**src/rtl/uart_pkg.sv**
```systemverilog
// -----------------------------------------------------------------------------
// uart_pkg
// Shared definitions for the UART transmitter:
//   uart_tx_state_e : transmitter FSM states
//   PAR_NONE/PAR_EVEN/PAR_ODD : parity-mode encodings for PARITY_MODE
//   clks_per_bit()  : clock cycles per line bit (floored at 2)
// -----------------------------------------------------------------------------
package uart_pkg;

  typedef enum logic [2:0] {
    IDLE   = 3'd0,
    START  = 3'd1,
    DATA   = 3'd2,
    PARITY = 3'd3,
    STOP   = 3'd4
  } uart_tx_state_e;

  localparam int PAR_NONE = 0;
  localparam int PAR_EVEN = 1;
  localparam int PAR_ODD  = 2;

  // A bit shorter than two clocks cannot be timed by the reloading baud
  // counter, so the divider is floored at 2.
  function automatic int clks_per_bit(input int clk_freq, input int baud);
    int cpb;
    cpb = clk_freq / baud;
    if (cpb < 2) cpb = 2;
    return cpb;
  endfunction

endpackage

```
**src/rtl/uart_sync_fifo.sv**
```systemverilog
// -----------------------------------------------------------------------------
// uart_sync_fifo
// Single-clock FIFO used as the transmitter's input queue.
// Ports:
//   clk        : clock, rising edge
//   rst        : synchronous active-low reset (empties the FIFO)
//   push       : write push_data this cycle (accepted when not full, or when
//                full together with a pop)
//   push_data  : WIDTH-bit word to store
//   pop        : remove the head word this cycle (ignored when empty)
//   pop_data   : current head word (valid when !empty)
//   full/empty : occupancy flags
// DEPTH must be a power of two, at least 2.
// -----------------------------------------------------------------------------
module uart_sync_fifo #(
  parameter int WIDTH = 8,
  parameter int DEPTH = 8
) (
  input  logic             clk,
  input  logic             rst,
  input  logic             push,
  input  logic [WIDTH-1:0] push_data,
  input  logic             pop,
  output logic [WIDTH-1:0] pop_data,
  output logic             full,
  output logic             empty
);

  localparam int AW = $clog2(DEPTH);

  logic [WIDTH-1:0] mem [DEPTH];
  logic [AW:0]      wr_ptr;
  logic [AW:0]      rd_ptr;
  logic             do_push;
  logic             do_pop;

  // The extra pointer MSB distinguishes full from empty when the index
  // bits match.
  assign empty    = (wr_ptr == rd_ptr);
  assign full     = (wr_ptr[AW] != rd_ptr[AW]) && (wr_ptr[AW-1:0] == rd_ptr[AW-1:0]);
  assign do_pop   = pop && !empty;
  assign do_push  = push && (!full || do_pop);
  assign pop_data = mem[rd_ptr[AW-1:0]];

  always_ff @(posedge clk) begin
    if (!rst) begin
      wr_ptr <= '0;
      rd_ptr <= '0;
    end else begin
      if (do_push) wr_ptr <= wr_ptr + {{AW{1'b0}}, 1'b1};
      if (do_pop)  rd_ptr <= rd_ptr + {{AW{1'b0}}, 1'b1};
    end
  end

  always_ff @(posedge clk) begin
    if (do_push) mem[wr_ptr[AW-1:0]] <= push_data;
  end

endmodule

```
**src/rtl/uart_tx_param.sv**
```systemverilog
// -----------------------------------------------------------------------------
// uart_tx_param
// Parameterised UART transmitter: start bit, DATA_W data bits LSB first,
// optional even/odd parity, STOP_BITS stop bits. Each bit lasts
// CLK_FREQ/BAUD_RATE clocks.
// Ports:
//   clk      : clock, rising edge
//   rst      : synchronous active-low reset; aborts any frame, drops queued words
//   tx_data  : word to send, captured when tx_valid && tx_ready
//   tx_valid : tx_data is valid
//   tx_ready : a word is accepted this cycle (0 during reset)
//   tx       : serial line, idles high
//   tx_busy  : a frame is on the line
//   tx_done  : one-cycle pulse after the last stop bit of each frame
// Build option:
//   UART_TX_FIFO_EN : when defined, words are queued in a FIFO_DEPTH-entry
//                     input FIFO (tx_ready = !full) so frames can run
//                     back to back; otherwise tx_ready is high only in IDLE.
// -----------------------------------------------------------------------------
module uart_tx_param
  import uart_pkg::*;
#(
  parameter int CLK_FREQ    = 50000000,
  parameter int BAUD_RATE   = 19200,
  parameter int DATA_W      = 8,
  parameter int PARITY_MODE = 1,
  parameter int STOP_BITS   = 1,
  parameter int FIFO_DEPTH  = 8
) (
  input  logic              clk,
  input  logic              rst,
  input  logic [DATA_W-1:0] tx_data,
  input  logic              tx_valid,
  output logic              tx_ready,
  output logic              tx,
  output logic              tx_busy,
  output logic              tx_done
);

  localparam int CPB   = clks_per_bit(CLK_FREQ, BAUD_RATE);
  localparam int CNT_W = $clog2(CPB);
  localparam int BIT_W = $clog2(DATA_W);

  uart_tx_state_e    state, state_n;
  logic [CNT_W-1:0]  baud_cnt, baud_n;
  logic [BIT_W-1:0]  bit_cnt, bit_n;
  logic [DATA_W-1:0] shreg, shreg_n;
  logic              par_q, par_n;
  logic              tx_q, tx_n;
  logic              done_q, done_n;
  logic              bit_end;
  logic              take;
  logic              word_avail;
  logic [DATA_W-1:0] word;

  function automatic logic parity_of(input logic [DATA_W-1:0] w);
    return (^w) ^ (PARITY_MODE == PAR_ODD);
  endfunction

`ifdef UART_TX_FIFO_EN
  logic              fifo_full;
  logic              fifo_empty;
  logic [DATA_W-1:0] fifo_head;

  uart_sync_fifo #(
    .WIDTH (DATA_W),
    .DEPTH (FIFO_DEPTH)
  ) u_fifo (
    .clk       (clk),
    .rst       (rst),
    .push      (tx_valid && tx_ready),
    .push_data (tx_data),
    .pop       (take),
    .pop_data  (fifo_head),
    .full      (fifo_full),
    .empty     (fifo_empty)
  );

  assign tx_ready   = rst && !fifo_full;
  assign word_avail = !fifo_empty;
  assign word       = fifo_head;
`else
  // Without a queue the handshake itself is the pending word, and it can
  // only happen in IDLE, so the FSM's take strobe has no consumer.
  localparam int unused_fifo_depth = FIFO_DEPTH;
  logic unused_take;

  assign unused_take = take;
  assign tx_ready    = rst && (state == IDLE);
  assign word_avail  = tx_valid && tx_ready;
  assign word        = tx_data;
`endif

  always_comb begin
    state_n = state;
    baud_n  = baud_cnt;
    bit_n   = bit_cnt;
    shreg_n = shreg;
    par_n   = par_q;
    tx_n    = tx_q;
    done_n  = 1'b0;
    take    = 1'b0;
    bit_end = (baud_cnt == CNT_W'(CPB - 1));

    // The baud counter reloads at every bit boundary, so every line bit,
    // including the first start bit of a back-to-back frame, is CPB long.
    if (state != IDLE) baud_n = bit_end ? '0 : baud_cnt + CNT_W'(1);

    unique case (state)
      IDLE: begin
        if (word_avail) begin
          take    = 1'b1;
          state_n = START;
          tx_n    = 1'b0;
          shreg_n = word;
          par_n   = parity_of(word);
          baud_n  = '0;
          bit_n   = '0;
        end
      end
      START: begin
        if (bit_end) begin
          state_n = DATA;
          tx_n    = shreg[0];
          bit_n   = '0;
        end
      end
      DATA: begin
        if (bit_end) begin
          if (bit_cnt == BIT_W'(DATA_W - 1)) begin
            bit_n = '0;
            if (PARITY_MODE == PAR_NONE) begin
              state_n = STOP;
              tx_n    = 1'b1;
            end else begin
              state_n = PARITY;
              tx_n    = par_q;
            end
          end else begin
            // shreg[0] is the bit on the line; the next one is shreg[1].
            bit_n   = bit_cnt + BIT_W'(1);
            shreg_n = shreg >> 1;
            tx_n    = shreg[1];
          end
        end
      end
      PARITY: begin
        if (bit_end) begin
          state_n = STOP;
          tx_n    = 1'b1;
          bit_n   = '0;
        end
      end
      STOP: begin
        if (bit_end) begin
          if (bit_cnt == BIT_W'(STOP_BITS - 1)) begin
            done_n = 1'b1;
            bit_n  = '0;
            if (word_avail) begin
              take    = 1'b1;
              state_n = START;
              tx_n    = 1'b0;
              shreg_n = word;
              par_n   = parity_of(word);
            end else begin
              state_n = IDLE;
              tx_n    = 1'b1;
            end
          end else begin
            bit_n = bit_cnt + BIT_W'(1);
          end
        end
      end
      default: begin
        state_n = IDLE;
        tx_n    = 1'b1;
      end
    endcase
  end

  always_ff @(posedge clk) begin
    if (!rst) begin
      state    <= IDLE;
      baud_cnt <= '0;
      bit_cnt  <= '0;
      tx_q     <= 1'b1;
      done_q   <= 1'b0;
    end else begin
      state    <= state_n;
      baud_cnt <= baud_n;
      bit_cnt  <= bit_n;
      tx_q     <= tx_n;
      done_q   <= done_n;
    end
  end

  always_ff @(posedge clk) begin
    shreg <= shreg_n;
    par_q <= par_n;
  end

  assign tx      = tx_q;
  assign tx_busy = (state != IDLE);
  assign tx_done = done_q;

endmodule

```
**config.mk**
```make
export PLATFORM = sky130hd
export DESIGN_NAME = uart_tx_param
export DESIGN_NICKNAME = d
export VERILOG_FILES = /design/src/rtl/uart_pkg.sv /design/src/rtl/uart_sync_fifo.sv /design/src/rtl/uart_tx_param.sv
export SDC_FILE = /design/constraint.sdc
export NUM_CORES = 1
export LEC_CHECK = 0
export CAP_MARGIN = 5
export CORE_ASPECT_RATIO = 1.1
export CORE_MARGIN = 3
export CORE_UTILIZATION = 45
export DETAILED_ROUTE_END_ITERATION = 8
export PLACE_DENSITY_LB_ADDON = 0.15
export RECOVER_POWER = 25
export SLEW_MARGIN = 30
export SYNTH_ARGS = -nofsm -noshare
export SYNTH_HDL_FRONTEND = slang
export SYNTH_SLANG_ARGS = --single-unit
```
**constraint.sdc**
```tcl
create_clock -name clk -period 2.9 [get_ports clk]
set_clock_uncertainty 0.1 [all_clocks]
set_input_delay 0.725 -clock clk [delete_from_list [all_inputs] [get_ports clk]]
set_output_delay 0.725 -clock clk [all_outputs]
set_load 0.02 [all_outputs]
```
# After elaboration in Yosys (flattened, before gate mapping)
# Cells that the tools add are included.
# op_classes
n_addsub,2
multipliers,0
div_mod_pow,0
order_cmp,0
eq_ne,15
n_shift,0
mux,40
bitwise,0
reduce_logical,16
# op_table
op,n
$mux 12,4
$mux 8,5
$mux 3,13
$pmux 8 s3,1
$ne 2x2->1 const B,8
$pmux 3 s5,1
$mux 1,13
$add 12x1->12 const B,1
$eq 12x12->1 const B,1
$pmux 3 s4,1
$reduce_and 5->1,2
$reduce_xor 8->1,1
$reduce_and 7->1,1
$eq 3x2->1 const B,2
$eq 3x3->1 const B,2
$logic_not 3->1,2
$reduce_and 3->1,2
$reduce_and 6->1,1
$reduce_bool 3->1,2
$pmux 1 s5,1
$reduce_bool 4->1,1
$add 3x1->3 const B,1
$eq 3x1->1 const B,1
$logic_and 1x1->1,2
other kinds (4),4
# totals
regBits,29
latchBits,0
mem_bits_rw,0
rom_bits,0
input_bits,11
output_inout_bits,4
wordCells,80
mem_count,0

# Logic depth before layout (Yosys ltp)
# Gate-level depths: netlist of the first run.
# logic_depth
word_depth,7
ltp_mapped,6
mapped_depth_nobuf,6

# Least setup slack after synthesis of the first run
# OpenSTA, ideal clock, no wires.
# synth_timing
path_kind,input to register
from,input rst
to,"register shreg[0], enable pin"
setup_ps,381
arrival_ps,1974
required_time_ps,2419
setup_slack_ps,444
path_stages,5
path_buffers,1
cell_sequence,nand2b_4 > nor4b_4 > buf_4 > a21oi_2 > a2111oi_2
# synth_lines
item,line_no,rtl
"start, declared",uart_tx_param.sv:31,"input logic rst,"
"end signal, assigned",uart_tx_param.sv:198,shreg <= shreg_n;
"end, declared",uart_tx_param.sv:47,"logic [DATA_W-1:0] shreg, shreg_n;"

# Final worst setup path of the first run
# layout_timing
from,register state[2]
to,output tx_busy
# layout_between
elab_chain_cells,1
# layout_rtl
item,line_no,rtl
"start, declared",uart_tx_param.sv:44,"uart_tx_state_e state, state_n;"
"start signal, assigned",uart_tx_param.sv:189,state <= state_n;
$reduce_bool 3->1,uart_tx_param.sv:203,assign tx_busy = (state != IDLE);
"end, declared",uart_tx_param.sv:36,"output logic tx_busy,"
# No other way between the ends.

==> metrics.md, run 1 <==
| Metric | Value |
|---|---|
| Number of DRC markers in iteration 0 | `92` |
| Vias after detailed routing | `1,406` |
| Tmin final | `2750 ps` |
| Unrepaired setup endpoints after global routing | `no` |
| Post-synthesis cell count | `177` |
| WP data arrival | `between 1500 and 2000 ps` |
| CTS hold repair buffers | `0` |
| Hold crit path type | `flip-flop to flip-flop` |
| CP Max Fanout | `14` |
| Vias per Instance | `~5.7` |
| Clk_lat worst skew | `350 ps` |
| Die X | `65.1 um` |
| WP data required | `around 2100 ps` |
| Seq/Total Area, Yosys | `0.388` |
| Worst slew margin | `0.590` |
| Max Slew Vio Count | `0` |
| CTS Sinks | `29` |
| Max Freq | `363 MHz` |
| Syn nets | `192` |
| Die Area | `0.00462 mm2` |
| Post-synthesis async set-or-reset flop share | `0` |
| I/O Pins | `15` |
| Static leakage | `0.679 nW` |
| FF-to-FF path depth | `6` |
| Vias in the first global route | `1,405` |
| Postcts setup bufs | `0` |
| Cell area power density | `543 mW/mm2` |
| Routability cong. | `0.859` |
| Port bufs | `14` |
| WL/cell | `14.7 um` |
| Clk slew on worst S/H paths | `~90 ps` |
| Worst vdd ir | `roughly 290 uV` |
| MaxCap Viol Count | `0` |
| Final WL | `3590 um` |
| Congestion Overflow GR | `0` |
| Num CTS Buffers | `5` |
| Antenna diodes | `0` |
| Core box area | `about 0.0035 mm2` |
| Final ANT Viol Nets | `0` |
| Die Y | `71.0 um` |
| Num rows | `22` |
| Worst setup SP type | `flip-flop` |
| Antenna violations before repair | `0` |
| CP endpoint | `tx_busy` |
| Synth Flop Type | `dfxtp_1` |
| Number of synthesized register bits | `29` |
| GRT Resource Usage Total | `0.178` |
| FF-to-FF Start | `baud_cnt[0]$_SDFF_PN0_` |
| Area grow syn2layout | `12.9%` |
| Fillers | `328` |
| Initial Utilization | `0.494` |
| Internal reg-to-reg setup slack | `around 680 ps` |
| Syn_area_per_cell | `9.76 um2` |
| Final core utilization | `0.558` |
| Net count reported at finish | `211` |
| DRC violations left | `0` |
| Measured slew at the worst slew-check pin | `614 ps` |
| Crit end category | `output port` |
| WS Path Type | `flip-flop to output port` |
| Post-Syn Area | `0.00173 mm2` |
| Setup-failing EPs final | `0` |
| CP startpoint | `state[2]$_SDFFE_PN0P_` |
| Largest net degree at the start of global routing | `15` |
| Post-synth EDFFs | `9` |
| CTS Root Cell | `clkbuf_4` |
| H-Tree Depth | `2` |
| YS warnings | `0` |
| Final worst-path cycle share | `0.949` |
| Post-DP HPWL | `approximately 2700 um` |
| Detailed-router iteration count before antenna repair | `6` |
| Setup tns final | `0 ps` |
| Clk buf depth | `2` |
| CTS-repair resized insts | `1` |
| Fin. Hold Viols | `0` |
| Status | `complete, no violations` |
| R2r endpoint | `shreg[5]$_DFFE_PP_` |
| First-pass GRT wire length | `roughly 6500 um` |
| Share of layout cells above drive strength 1 | `0.147` |
| CTS tree | `yes` |
| Post-synth cell types | `52` |
==> layout by cell type, fill, tap and decap left out, types with 7 or more instances in the layout <==
cell,n
dfxtp_1,20
nand2_1,18
clkdlybuf4s50_1,11
nor2_1,9
a31oi_1,9
edfxtp_1,9
a22o_1,8
mux2i_1,8
inv_1,7
xnor2_1,7
==> worst max-delay path, stage by stage (launching register included) <==
cell and delay, ps:
dfxtp_1 720, nor3_4 130, inv_2 130, clkdlybuf4s50_1 610
==> power by group <==
part | internal (mW) | total (mW) | switching (mW)
clock network | 0.0964 | 0.238 | 0.141
registers | 0.465 | 0.488 | 0.0227
logic | 0.136 | 0.333 | 0.197
total | 0.697 | 1.06 | 0.361
==> per-layer routing <==
layer | vias to the layer above | wire length, um | global-route usage
met3 | 10 | 154 | 0.0556
li1 | 699 | - | -
met4 | 0 | 93 | 0.0968
met1 | 670 | 1580 | 0.211
met5 | - | 0 | 0
met2 | 27 | 1760 | 0.285
==> metrics by stage <==
stage	hold WS (ps)	instances	setup slack [ps]	power [mW]	cell area [um2]
floorplan	351	177	444	0.731	1730
CTS	391	245	159	1.07	1970
detailed placement	378	237	1.99	0.835	1920
global placement	366	237	13.2	0.826	1920
finish	394	245	148	1.06	1950
global route	415	245	47.8	1.12	1950
==> cells in the mapped netlist, types with 2 or more instances <==
cell type,number,share of area
dfxtp_1,20,0.23
nand4_1,5,0.018
a211oi_1,2,0.0087
a21oi_1,6,0.017
or3_1,6,0.022
and3_1,2,0.0072
nor2_2,2,0.0072
nor2_1,9,0.020
or2_2,2,0.0072
a21oi_2,3,0.015
nor3b_4,2,0.022
ha_1,4,0.029
a22o_1,8,0.041
xnor2_1,7,0.036
buf_2,2,0.0058
inv_1,7,0.015
nand2_1,18,0.039
o21ai_1,4,0.012
buf_4,5,0.022
o22ai_1,2,0.0072
o211ai_1,2,0.0087
nand3_1,5,0.014
nor3_1,2,0.0058
edfxtp_1,9,0.16
clkbuf_1,2,0.0043
mux2i_1,8,0.046
a31oi_1,8,0.029
==> logic make-up after synthesis <==
group / Yosys count / share of synthesized area
muxes: 8 / 0.0464
xor gates and xnor gates: 8 / 0.0406
adders and majority gates: 4 / 0.0290
and+or+nand+nor: 67 / 0.257
buffers and inverters: 17 / 0.0493
AOI/OAI and AO/OA: 44 / 0.190
DFF: 29 / 0.388
==> cell type report <==
cell class / instances / area [um2] / area share
tap: 48 / 60.1 / 0.0308
sequential: 29 / 671 / 0.344
clock buffer: 8 / 48.8 / 0.0250
inverter: 8 / 30.0 / 0.0154
multi-input combinational: 131 / 952 / 0.488
timing repair buffer: 21 / 188 / 0.0963
==> worst min path at each step <==
stage / slack [ps] / cells after the start / to / startpoint
floorplan: 350 / 2 / bit_cnt[2]$_SDFFE_PN0P_ / bit_cnt[2]$_SDFFE_PN0P_
global placement: 370 / 2 / bit_cnt[2]$_SDFFE_PN0P_ / bit_cnt[2]$_SDFFE_PN0P_
detailed placement: 380 / 2 / bit_cnt[2]$_SDFFE_PN0P_ / bit_cnt[2]$_SDFFE_PN0P_
CTS: 390 / 2 / bit_cnt[2]$_SDFFE_PN0P_ / bit_cnt[2]$_SDFFE_PN0P_
global route: 410 / 2 / bit_cnt[1]$_SDFFE_PN0P_ / bit_cnt[1]$_SDFFE_PN0P_
finish: 390 / 2 / bit_cnt[1]$_SDFFE_PN0P_ / bit_cnt[1]$_SDFFE_PN0P_
==> sequential cells by signal (all words and copies together), names as in the netlist <==
signal and flops:
tx_done 1, bit_cnt 3, shreg 8, state 3, par_q 1, baud_cnt 12
tx 1
Note: power is estimated with default switching activity, not from simulation.
==> run 2: changes to the inputs <==
- CORE_ASPECT_RATIO: 1.1 -> 0.75
- SYNTH_HIERARCHICAL: default -> 1
==> run 2 against run 1 <==
Effect of this change: sequential share of layout area down 1.2 points; critical path depth is 1 higher; register-to-register slack worse by 70 ps; non-clock buffer count up 1; critical path type is now primary input to output port; largest power group unchanged.
==> metrics.md, run 2 <==
| Metric | Value |
|---|---|
| Share of layout cells above drive strength 1 | `0.172 (was 0.147)` |
| Status | `complete, no violations (unchanged)` |
| Measured slew at the worst slew-check pin | `424 ps (was 614 ps)` |
| Final WS setup | `161 ps (was 148 ps)` |
| Net count reported at finish | `212 (was 211)` |
| Port bufs | `14 (unchanged)` |
| Final worst-path cycle share | `0.945 (was 0.949)` |
| Dpl ws | `-87.5 ps (was 1.99 ps)` |
| Power, Total | `1.16 mW (was 1.06 mW)` |
| Die Area | `0.00462 mm2 (about the same)` |
| Switching power | `373 uW (was 361 uW)` |
| Detailed-router iteration count before antenna repair | `4 (was 6)` |
| CP Max Fanout | `2 (was 14)` |
| Num CTS Buffers | `5 (unchanged)` |
| Hold crit path type | `flip-flop to flip-flop (unchanged)` |
| Seq pwr share | `0.421 (was 0.461)` |
| Final WL | `3850 um (was 3590 um)` |
| Post-synthesis async set-or-reset flop share | `0 (unchanged)` |
| Post-synth top cells | `dfxtp_1 (20), nand2_1 (18), edfxtp_1 (9), nor2_1 (9) (unchanged)` |
| Syn nets | `192 (unchanged)` |
| MaxCap Viol Count | `0 (unchanged)` |
| CTS Root Cell | `clkbuf_8 (was clkbuf_4)` |
| Vias in the first global route | `1,366 (was 1,405)` |
| Clk buf depth | `2 (unchanged)` |
| Unrepaired setup endpoints after global routing | `no (unchanged)` |
| Post-synth EDFFs | `9 (unchanged)` |
| WP data required | `2080 ps (about the same)` |
| Commonest cells after routing, fill and taps aside | `dfxtp_1 (20), nand2_1 (18), clkdlybuf4s50_1 (11) (unchanged)` |
| Internal power | `791 uW (was 697 uW)` |
| CP max-delay cell | `dlygate4sd3_1 (was dfxtp_1)` |
| Core box area | `0.00349 mm2 (was 0.00350 mm2)` |
| Post-DP HPWL | `2870 um (was 2660 um)` |
| Fin. Hold Viols | `0 (unchanged)` |
| I/O Pins | `15 (unchanged)` |
| Final Cell Area | `0.00202 mm2 (was 0.00195 mm2)` |
| Crit path largest cell delay | `610 ps (was 720 ps)` |
| Tmin final | `2740 ps (was 2750 ps)` |
| Num rows | `18 (was 22)` |
| Number of synthesized register bits | `29 (unchanged)` |
| CTS hold repair buffers | `0 (unchanged)` |
| Cell area power density | `576 mW/mm2 (was 543 mW/mm2)` |
| Post-synthesis cell count | `177 (unchanged)` |
| Fillers | `306 (was 328)` |
| Congestion Overflow GR | `0 (unchanged)` |
| GRT Resource Usage Total | `0.185 (was 0.178)` |
| Most flops, register | `baud_cnt (unchanged)` |
| WS Path Type | `primary input to output port (was flip-flop to output port)` |
| H-Tree Depth | `2 (unchanged)` |
| Max Slew Vio Count | `0 (unchanged)` |
| Count leader, synth | `dfxtp_1 (unchanged)` |
| Clk slew on worst S/H paths | `60 ps (was 90 ps)` |
| Antenna diodes | `0 (unchanged)` |
| Area grow syn2layout | `17.0% (was 12.9%)` |
| Max Freq | `365 MHz (was 363 MHz)` |
| Vias per Instance | `5.84 (was 5.74)` |
| Post-DP Area | `0.00193 mm2 (was 0.00192 mm2)` |
| CTS-repair resized insts | `1 (unchanged)` |
| CTS Sinks | `29 (unchanged)` |
| Initial Utilization | `0.495 (was 0.494)` |
| Most common cell after layout, fill and taps aside | `dfxtp_1 (unchanged)` |
| Antenna violations before repair | `0 (unchanged)` |
| Clk_lat worst skew | `280 ps (was 350 ps)` |
| Worst setup SP type | `primary input (was flip-flop)` |
| WP data arrival | `1910 ps (was 1930 ps)` |
| Clock share of power | `0.288 (was 0.225)` |
| Biggest area consumer among synthesized cells | `dfxtp_1 (unchanged)` |
| Final ANT Viol Nets | `0 (unchanged)` |
| Largest net degree at the start of global routing | `16 (was 15)` |
| Vias after detailed routing | `1,448 (was 1,406)` |
| Post-Syn Area | `0.00173 mm2 (unchanged)` |
| Postcts setup bufs | `0 (unchanged)` |
| Max reg flops | `12 (unchanged)` |
| Syn_area_per_cell | `9.76 um2 (unchanged)` |
| Largest registers | `baud_cnt: 12 flops, shreg: 8 flops (unchanged)` |
| First-pass GRT wire length | `6550 um (was 6470 um)` |
| Synth top area cells | `dfxtp_1 (23%), edfxtp_1 (16%), mux2i_1 (4.6%), a22o_1 (4.1%), nand2_1 (3.9%) (unchanged)` |
| Seq/Total Area, Yosys | `0.388 (unchanged)` |
| Power share of the combinational group | `0.291 (was 0.314)` |
| Setup-failing EPs final | `0 (unchanged)` |
| Static leakage | `0.710 nW (was 0.679 nW)` |
| Net Sw Frac | `0.320 (was 0.341)` |
| DRC violations left | `0 (unchanged)` |
| YS warnings | `6 (was 0)` |
| CTS tree | `yes (unchanged)` |
| Routability cong. | `0.803 (was 0.859)` |
| Setup tns final | `0 ps (unchanged)` |
| Die X | `77.5 um (was 65.1 um)` |
| Synth Flop Type | `dfxtp_1 (unchanged)` |
| Die Y | `59.6 um (was 71.0 um)` |
| Crit path cell chain | `dlygate4sd3_1 > nand2b_4 > nor3_1 > dlygate4sd2_1 (was nor3_4 > inv_2 > clkdlybuf4s50_1)` |
| Post-synth cell types | `52 (unchanged)` |
| Worst slew margin | `0.715 (was 0.590)` |
| WL/cell | `15.5 um (was 14.7 um)` |
| Crit end category | `output port (unchanged)` |
| Post-synth top area share | `0.232 (unchanged)` |
| Worst vdd ir | `224 uV (was 294 uV)` |
| Number of DRC markers in iteration 0 | `92 (unchanged)` |
[run 2: cell counts after synthesis]
Identical to the previous run, type by type.
[run 2: power by group through the flow]
stage	clock network, mW	logic [mW]	registers, mW
2_1_floorplan	0	0.229	0.502
3_3_place_gp	0	0.333	0.496
3_5_place_dp	0	0.340	0.498
4_1_cts	0.343	0.338	0.491
5_1_grt	0.366	0.370	0.494
6_report	0.335	0.338	0.490
[run 2: kinds of logic (layout without fill, tap and decap cells)]
group           Yosys count  after routing  synth area share
buf+inv                  17             38            0.0493
fa+ha+maj                 4              4            0.0290
xor+xnor                  8              8            0.0406
compound gates           44             44             0.190
mux                       8              8            0.0464
flops                    29             29             0.388
simple gates             67             67             0.257
[run 2: cell type report]
cell class / count / area (um2) / share of cell area
Clock buffer: 6 / 82.6 / 0.0409
Clock inverter: 2 / 8.76 / 0.00433
Inverter: 8 / 30.0 / 0.0149
Multi-Input combinational cell: 131 / 967 / 0.479
Sequential cell: 29 / 671 / 0.332
Tap cell: 50 / 62.6 / 0.0310
Timing Repair Buffer: 22 / 199 / 0.0985
[run 2: stage by stage]
step | instances | utilization | hold slack [ps]
floorplan | 177 | - | 351
global placement | 240 | 0.554 | 364
detailed placement | 240 | 0.554 | 370
CTS | 248 | 0.580 | 378
global route | 248 | 0.579 | 413
finish | 248 | 0.579 | 379
[run 2: metal layers]
layer | part of all wire | vias up | global-route usage
met3 | 0.069 | 9 | 0.0562
li1 | - | 710 | -
met1 | 0.47 | 681 | 0.250
met2 | 0.44 | 48 | 0.279
met4 | 0.018 | 0 | 0.0736
met5 | 0 | - | 0
[run 2: path summary, 6_finish.rpt]
check,from,endpoint,slack (ps),cells past startpoint
max,rst,tx_ready,160,4
min,bit_cnt[2]$_SDFFE_PN0P_,bit_cnt[2]$_SDFFE_PN0P_,380,2
max reg2reg,baud_cnt[0]$_SDFF_PN0_,shreg[4]$_DFFE_PP_,610,6
min reg2reg,bit_cnt[2]$_SDFFE_PN0P_,bit_cnt[2]$_SDFFE_PN0P_,380,2
[run 2: worst max-delay path: cells and delay by family]
family	cells	cell delay, ps
buffers and inverters	2	970
AND/OR/NAND/NOR	2	220
==> run 3: changes to the inputs <==
- CORE_UTILIZATION: 45 -> 41
- HOLD_SLACK_MARGIN: default -> 0.05
==> run 3 against run 2 <==
Effect of this change: total power shrank 0.16%; highest routed layer unchanged; first-iteration DRC count shrank 13%; cell count grew 0.40%; sequential share of layout area grew 0.17 points; clock power is essentially flat; count of clock-buffer cells in the layout grew 2; setup slack gained 85 ps; combinational power shrank 2%; hold slack gained 4.4 ps.
==> metrics.md, run 3 (synthesized netlist as in run 2, its figures left out) <==
| Metric | Value |
|---|---|
| Port bufs | `14 (unchanged)` |
| Antenna violations before repair | `0 (unchanged)` |
| WP data required | `2080 ps (about the same)` |
| Unrepaired setup endpoints after global routing | `no (unchanged)` |
| Crit path largest cell delay | `530 ps (was 610 ps)` |
| CP Max Fanout | `2 (unchanged)` |
| FF-to-FF Start | `baud_cnt[0]$_SDFF_PN0_ (unchanged)` |
| Tmin final | `2650 ps (was 2740 ps)` |
| Die X | `80.9 um (was 77.5 um)` |
| WP data arrival | `1830 ps (was 1910 ps)` |
| Final WL | `3640 um (was 3850 um)` |
| Vias after detailed routing | `1,405 (was 1,448)` |
| Largest net degree at the start of global routing | `15 (was 16)` |
| Number of DRC markers in iteration 0 | `80 (was 92)` |
| Max reg flops | `12 (unchanged)` |
| Vias per Instance | `5.64 (was 5.84)` |
| Status | `complete, no violations (unchanged)` |
| Max Slew Vio Count | `0 (unchanged)` |
| Routability cong. | `0.812 (was 0.803)` |
| GR peak layer | `met1 (was met2)` |
| Share of layout cells above drive strength 1 | `0.157 (was 0.172)` |
| Initial Utilization | `0.448 (was 0.495)` |
| Detailed-router iteration count before antenna repair | `5 (was 4)` |
| Net count reported at finish | `211 (was 212)` |
| Num rows | `19 (was 18)` |
| WP buf/inv | `2 (unchanged)` |
| First-pass GRT wire length | `6140 um (was 6550 um)` |
| Clk buf depth | `2 (unchanged)` |
| CP startpoint | `rst (unchanged)` |
| M2 GR Usage | `0.216 (was 0.279)` |
| Hold depth | `2 (unchanged)` |
| MaxCap Viol Count | `0 (unchanged)` |
| Finished Layout Cells | `249 (was 248)` |
| CP endpoint | `tx_ready (unchanged)` |
| Core box area | `0.00385 mm2 (was 0.00349 mm2)` |
| Vias in the first global route | `1,300 (was 1,366)` |
| Max Freq | `377 MHz (was 365 MHz)` |
| Commonest cells after routing, fill and taps aside | `dfxtp_1 (20), nand2_1 (18), clkdlybuf4s50_1 (12) (was dfxtp_1 (20), nand2_1 (18), clkdlybuf4s50_1 (11))` |
| WL/cell | `14.6 um (was 15.5 um)` |
| CTS Root Cell | `clkbuf_8 (unchanged)` |
| Final ANT Viol Nets | `0 (unchanged)` |
| CTS Sinks | `29 (unchanged)` |
| Die Area | `0.00503 mm2 (was 0.00462 mm2)` |
| Setup-failing EPs final | `0 (unchanged)` |
| R2r endpoint | `shreg[3]$_DFFE_PP_ (was shreg[4]$_DFFE_PP_)` |
| FF-to-FF path depth | `6 (unchanged)` |
| Most common cell after layout, fill and taps aside | `dfxtp_1 (unchanged)` |
| Worst setup SP type | `primary input (unchanged)` |
| M3 GR Usage | `0.0390 (was 0.0562)` |
| Antenna diodes | `0 (unchanged)` |
| Largest registers | `baud_cnt: 12 flops, shreg: 8 flops (unchanged)` |
| Fillers | `374 (was 306)` |
| Crit end category | `output port (unchanged)` |
| Crit path cell chain | `clkdlybuf4s50_1 > nand2b_4 > nor3_1 > dlygate4sd2_1 (was dlygate4sd3_1 > nand2b_4 > nor3_1 > dlygate4sd2_1)` |
| DRC violations left | `0 (unchanged)` |
| Cell depth of the worst setup path | `4 (unchanged)` |
| Worst vdd ir | `305 uV (was 224 uV)` |
| Placed cells | `241 (was 240)` |
| Hold WS | `384 ps (was 379 ps)` |
| Grt met1 use | `0.233 (was 0.250)` |
| I/O Pins | `15 (unchanged)` |
| Fin. Hold Viols | `0 (unchanged)` |
| Post-DP HPWL | `2810 um (was 2870 um)` |
| Die Y | `62.2 um (was 59.6 um)` |
| Worst slew margin | `0.602 (was 0.715)` |
| H-Tree Depth | `2 (unchanged)` |
| Num CTS Buffers | `5 (unchanged)` |
| CTS tree | `yes (unchanged)` |
| Measured slew at the worst slew-check pin | `596 ps (was 424 ps)` |
| CP max-delay cell | `clkdlybuf4s50_1 (was dlygate4sd3_1)` |
| Area grow syn2layout | `16.4% (was 17.0%)` |
| WS Path Type | `primary input to output port (unchanged)` |
| Hold crit path type | `flip-flop to flip-flop (unchanged)` |
| Static leakage | `0.698 nW (was 0.710 nW)` |
| Internal reg-to-reg setup slack | `620 ps (was 610 ps)` |
| Congestion Overflow GR | `0 (unchanged)` |
| CP top delay family | `buffers and inverters (unchanged)` |
| GRT Resource Usage Total | `0.153 (was 0.185)` |
| Final worst-path cycle share | `0.915 (was 0.945)` |
| Postcts setup bufs | `0 (unchanged)` |
| Most flops, register | `baud_cnt (unchanged)` |
| Cell area power density | `578 mW/mm2 (was 576 mW/mm2)` |
| Clk_lat worst skew | `270 ps (was 280 ps)` |
| Clk slew on worst S/H paths | `60 ps (about the same)` |
-- run 3: cell count changes in the layout (fill, tap and decap cells not counted) --
cell / before / now
clkbuf_1: 0 / 3
clkinv_2: 1 / 0
clkinv_1: 1 / 0
buf_4: 8 / 6
dlygate4sd3_1: 2 / 1
clkdlybuf4s50_1: 11 / 12
-- run 3: worst register-to-register path: stages, from the launching register on --
cell,delay (ps)
dfxtp_1,390
ha_1,250
and4bb_1,350
and3_2,280
a21oi_2,70
a2111oi_2,330
buf_4,220
-- run 3: how the worst min path moves through the flow --
stage,start,end,slack (ps)
after CTS,bit_cnt[1]$_SDFFE_PN0P_,bit_cnt[1]$_SDFFE_PN0P_,390
final,bit_cnt[1]$_SDFFE_PN0P_,bit_cnt[1]$_SDFFE_PN0P_,380
after detailed placement,bit_cnt[1]$_SDFFE_PN0P_,bit_cnt[1]$_SDFFE_PN0P_,380
after floorplan,bit_cnt[2]$_SDFFE_PN0P_,bit_cnt[2]$_SDFFE_PN0P_,350
after global placement,bit_cnt[1]$_SDFFE_PN0P_,bit_cnt[1]$_SDFFE_PN0P_,360
after global routing,bit_cnt[2]$_SDFFE_PN0P_,bit_cnt[2]$_SDFFE_PN0P_,420
-- run 3: stage by stage --
| step | util | instance area [um2] | power [mW] | TNS (ps) | setup WS (ps) |
|---|---|---|---|---|---|
| 2_1_floorplan | - | 1730 | 0.731 | 0 | 444 |
| 6_report | 0.522 | 2010 | 1.16 | 0 | 245 |
| 3_5_place_dp | 0.501 | 1930 | 0.839 | -69.0 | -69.0 |
| 5_1_grt | 0.522 | 2010 | 1.23 | 0 | 106 |
| 3_3_place_gp | 0.501 | 1930 | 0.827 | -62.4 | -62.4 |
| 4_1_cts | 0.524 | 2020 | 1.17 | 0 | 225 |
-- run 3: metal layers --
metal  wire, um  part of all wire  vias to the layer above
met5          0                 0                        -
met4         13            0.0036                        0
met3        179             0.049                        4
met2       1590              0.44                       30
met1       1860              0.51                      664
li1           -                 -                      707
-- run 3: cell type report --
cell class	instances	area, um2	share of cell area
clock buffers	8	90.1	0.0448
inverters	8	30.0	0.0149
multi-input cells	131	967	0.481
flip-flops and latches	29	671	0.334
well taps	52	65.1	0.0324
repair buffers	21	188	0.0933
-- run 3: power by group --
group          switching, mW  leakage, nW  total, mW  internal [mW]
registers             0.0276        0.248      0.493          0.466
clock network          0.144       0.0455      0.337          0.193
logic                  0.194        0.404      0.331          0.137
total                  0.366        0.698       1.16          0.796
-- run 3: repair_timing --
action | CTS | global route
hold endpoints to repair | 0 | 0
hold buffers | 0 | 0
gates resized for setup | 1 | 0
setup endpoints to repair | 1 | 0
